[config.mk]
export PLATFORM = sky130hd
export DESIGN_NAME = exe_sequencer
export DESIGN_NICKNAME = d
export VERILOG_FILES = /design/src/rtl/exe_seq_pkg.sv /design/src/rtl/seq_counter.sv /design/src/rtl/exe_sequencer.sv
export SDC_FILE = /design/constraint.sdc
export NUM_CORES = 1
export LEC_CHECK = 0
export CAP_MARGIN = 10
export CORE_UTILIZATION = 35
export DETAILED_ROUTE_END_ITERATION = 10
export HOLD_SLACK_MARGIN = 0.02
export PLACE_DENSITY = 0.7
export SETUP_SLACK_MARGIN = 0.05
export SLEW_MARGIN = 30
export SYNTH_ARGS = -nofsm -noshare
export SYNTH_HDL_FRONTEND = slang
export SYNTH_HIERARCHICAL = 1
export SYNTH_SLANG_ARGS = --single-unit
[constraint.sdc]
create_clock -name clk -period 2.74 [get_ports clk]
set_input_delay 0.274 -clock clk [delete_from_list [all_inputs] [get_ports clk]]
set_output_delay 0.274 -clock clk [all_outputs]
set_load 0.02 [all_outputs]
[src/rtl/exe_seq_pkg.sv]
// rtl/exe_seq_pkg.sv - shared op-class, state and captured-op types for the execute sequencer
package exe_seq_pkg;

  typedef enum logic [1:0] {
    OP_ALU    = 2'b00,
    OP_BRANCH = 2'b01,
    OP_MULTI  = 2'b10,
    OP_NOP    = 2'b11
  } op_class_e;

  typedef enum logic [1:0] {
    S_IDLE,
    S_EXEC,
    S_MULTI,
    S_BRCHK
  } state_e;

  typedef struct packed {
    op_class_e  cls;
    logic [3:0] alu_op;
    logic       use_imm;
    logic       br_ne;
  } op_t;

endpackage

[src/rtl/seq_counter.sv]
// rtl/seq_counter.sv - loadable down-counter with zero flag for multi-cycle op occupancy
module seq_counter #(
  parameter int WIDTH = 4
) (
  input  logic             clk,
  input  logic             rst,
  input  logic             load,
  input  logic [WIDTH-1:0] load_val,
  input  logic             dec,
  output logic             zero
);

  logic [WIDTH-1:0] cnt_q, cnt_d;

  always_comb begin
    cnt_d = cnt_q;
    if (load) begin
      cnt_d = load_val;
    end else if (dec && (cnt_q != '0)) begin
      cnt_d = cnt_q - WIDTH'(1);
    end
  end

  always_ff @(posedge clk or negedge rst) begin
    if (!rst) cnt_q <= '0;
    else      cnt_q <= cnt_d;
  end

  assign zero = (cnt_q == '0);

endmodule

[src/rtl/exe_sequencer.sv]
// rtl/exe_sequencer.sv - execute-stage sequencer: op capture, multi-cycle hold, branch resolve and flush
module exe_sequencer
  import exe_seq_pkg::*;
#(
  parameter int MUL_LAT = 4
) (
  input  logic        clk,
  input  logic        rst,
  input  logic        in_valid,
  output logic        in_ready,
  input  logic [1:0]  op_class,
  input  logic [3:0]  alu_op,
  input  logic        use_imm,
  input  logic        br_ne,
  input  logic        zero_q,
  input  logic        out_ready,
  output logic        regEn,
  output logic        muxSel,
  output logic [3:0]  aluControl,
  output logic        flush,
  output logic        busy,
  output logic [15:0] stall_cnt
);

  localparam int CNT_W = $clog2(MUL_LAT) + 1;

  state_e      state_q, state_d;
  op_t         op_q, op_d;
  logic [15:0] stall_cnt_q, stall_cnt_d;
  logic        cnt_load, cnt_dec, cnt_zero, xfer;

  // Outputs decode only from registered state/op, so reset clears them without a clock.
  always_comb begin
    in_ready   = 1'b0;
    regEn      = 1'b0;
    flush      = 1'b0;
    muxSel     = 1'b0;
    aluControl = 4'd0;
    case (state_q)
      S_IDLE:  in_ready = 1'b1;
      S_EXEC: begin
        regEn      = out_ready;
        in_ready   = out_ready && (op_q.cls != OP_BRANCH);
        muxSel     = op_q.use_imm;
        aluControl = op_q.alu_op;
      end
      S_MULTI: begin
        muxSel     = op_q.use_imm;
        aluControl = op_q.alu_op;
      end
      S_BRCHK: flush = op_q.br_ne ? ~zero_q : zero_q;
      default: in_ready = 1'b0;
    endcase
    busy      = (state_q != S_IDLE);
    stall_cnt = stall_cnt_q;
  end

  always_comb begin
    xfer        = in_valid && in_ready;
    state_d     = state_q;
    op_d        = op_q;
    cnt_load    = 1'b0;
    cnt_dec     = 1'b0;
    stall_cnt_d = stall_cnt_q;
    case (state_q)
      S_EXEC: begin
        if (out_ready) state_d = (op_q.cls == OP_BRANCH) ? S_BRCHK : S_IDLE;
      end
      S_MULTI: begin
        cnt_dec = 1'b1;
        if (cnt_zero) state_d = S_EXEC;
      end
      S_BRCHK: state_d = S_IDLE;
      default: state_d = state_q;
    endcase
    // A transfer can only occur from IDLE or a retiring non-branch EXEC, so it overrides.
    if (xfer) begin
      op_d = '{cls: op_class_e'(op_class), alu_op: alu_op, use_imm: use_imm, br_ne: br_ne};
      case (op_class_e'(op_class))
        OP_ALU, OP_BRANCH: state_d = S_EXEC;
        OP_MULTI: begin
          state_d  = S_MULTI;
          cnt_load = 1'b1;
        end
        default: state_d = S_IDLE;
      endcase
    end
    if (in_valid && !in_ready && (stall_cnt_q != 16'hFFFF)) begin
      stall_cnt_d = stall_cnt_q + 16'd1;
    end
  end

  always_ff @(posedge clk or negedge rst) begin
    if (!rst) begin
      state_q     <= S_IDLE;
      op_q        <= '0;
      stall_cnt_q <= '0;
    end else begin
      state_q     <= state_d;
      op_q        <= op_d;
      stall_cnt_q <= stall_cnt_d;
    end
  end

  seq_counter #(
    .WIDTH(CNT_W)
  ) u_mul_cnt (
    .clk     (clk),
    .rst     (rst),
    .load    (cnt_load),
    .load_val(CNT_W'(MUL_LAT - 2)),
    .dec     (cnt_dec),
    .zero    (cnt_zero)
  );

endmodule

==> results.cfg <==
[run_status]
status = completed

[yosys]
synth_edf_count = 0
synthFlopType = dfrtp_1
ys_ff_latch = 29
synthesis.area_um2 = 1600
yosysTopAreaCellShare_pct = 45.2
synth.yosys.seq_area_share_pct = 45.2
yosysTopAreaCell = dfrtp_1
syn_avg_cell_area_um2 = 11.2
synth.most_common_cell = dfrtp_1
synth_area_leaders = dfrtp_1, xor2_1, ha_1
synthCells = 143
synth_commonest_cells = dfrtp_1, xor2_1, inv_1, nor3_1
synth.distinct_cells = 43
yosys_warnings = 6
synthArstFlopShare_pct = 100

[cts]
post_cts_resized = 0
cts_tree = yes
cts_hold_buffers = 0
clock_latency_ps = 280
cts_buffers = 5
clock_sinks = 29
htree_levels = 2
clockBufferDepth = 2
root_buffer = clkbuf_8
cts_setup_buffers = 0
clk_pin_slew_ps = 60

[sta]
hold_violations = 0
fin_crit_ps = 2250
finalCritPeriodShare_pct = 82.2
clock_skew_ps = 3.02
setup_viol = 0
setup_slack_ps = 487
tns_ps = 0
holdWs_ps = 383
slew_viol_final = 0
fmax_mhz = 444
rsz0062_at_grt = no

[global_route]
grt-ovfl-total = 0
antenna_found_initial = 0
grt_util_all_layers_pct = 14.4
grt_first_pass_wirelength_um = 5510
grt_start_max_net_pins = 30
grt_pass1_vias = 1198

[detailed_routing]
ant_nets = 0
vias = 1204
drc = 0
vias_per_cell = 5.00
drt-total-wl_um = 3230
drt_iter0_markers = 31
drtPass1Iterations = 2
wl_per_cell_um = 13.4

[floorplan]
die_area_um2 = 4860
die_h_um = 69.7
row_count = 24
initial_utilization_pct = 36.6
die_w_um = 69.7
core_area_um2 = 4380
ioPinCount = 38

[setup_path]
arrival_ps = 1980
start_kind = register
critical_path_required_ps = 2470
crit_fanout = 6
end_kind = output port
path_class = reg2out

[power]
peakVddDrop_uv = 515
leakagePower_nw = 0.947
power.density_nw_per_um2 = 1030

[placed_design]
dp_hpwl_um = 2400
dpl_cell_area_um2 = 2050
place_congestion = 0.771
dp_worst_setup_slack_ps = 552
port_buffers = 37

[flow_run]
drv_cap = 0

[finish]
layout-drive-gt1-share_pct = 11.6
nFillCells = 424
fin_area_um2 = 2140
post-route-util_pct = 48.7
area_growth_syn_to_layout_pct = 33.2
num_antenna_cells = 0
final_nets = 209

[worst_hold_path]
hp-class = in2async
## cell type report
cell class	count	area (um^2)	area share (%)
well taps	52	65.1	3.05
inverters	9	33.8	1.58
repair buffers	40	393	18.4
multi-input cells	104	832	39.0
flip-flops and latches	29	726	34.0
clock buffers	7	86.3	4.04
## cells by family after synthesis
family | count (synthesis) | synth area share [%]
simple gates | 51 | 20.8
flops | 29 | 45.2
compound gates | 18 | 9.28
mux | 13 | 9.05
xor+xnor | 12 | 6.55
buf+inv | 11 | 3.12
fa+ha+maj | 7 | 5.46
other cells | 2 | 0.468
## state kept, by name, indices dropped and copies added (netlist names)
register and cells:
u_mul_cnt/cnt_q 3, op_q 8, stall_cnt 16, state_q 2
## stage by stage
| stage | std cells | total power [mW] |
|---|---|---|
| floorplan | 144 | 1.43 |
| global placement | 234 | 1.85 |
| detailed placement | 234 | 1.87 |
| CTS | 241 | 2.24 |
| global route | 241 | 2.36 |
| finish | 241 | 2.21 |
## critical path: stages (launching register included)
cell	delay, ps
dfrtp_1	400
inv_1	90
ha_1	160
nand2_1	190
o21ai_1	210
clkdlybuf4s50_1	650
## worst paths after layout
path | startpoint | endpoint | slack, ps | depth (start not counted)
setup / recovery | state_q[1] | in_ready | 490 | 5
hold / removal | rst | op_q[2] | 380 | 2
setup reg to reg | state_q[1] | u_mul_cnt/cnt_q[0] | 630 | 8
hold reg to reg | op_q[3] | op_q[3] | 480 | 1
max in group asynchronous | rst | stall_cnt[0] | 2080 | 2
min in group clk | op_q[3] | op_q[3] | 480 | 1
## placed cells by master, fill, tap and decap left out, types with 4 or more instances in the layout
master	netlist	layout
and2_1	6	6
clkbuf_8	0	6
clkdlybuf4s50_1	0	37
dfrtp_1	29	29
ha_1	7	7
inv_1	9	9
mux2_1	7	7
mux2i_1	4	4
nand2_1	5	5
nand3_1	4	4
nor3_1	9	9
nor4b_1	4	4
xor2_1	12	12
## where the power goes
part           internal [mW]  switching, mW
Sequential             0.590          0.151
Clock                  0.199          0.156
Combinational          0.569          0.545
Total                   1.36          0.852
## per-layer routing
metal | global-route usage [%] | up-vias | part of all wire [%]
met1 | 17.5 | 570 | 47
met2 | 24.8 | 25 | 48
met4 | 5.33 | 0 | 1.2
met5 | 0 | - | 0
met3 | 3.49 | 3 | 4.0
li1 | - | 606 | -
(Power assumes the default switching activity.)
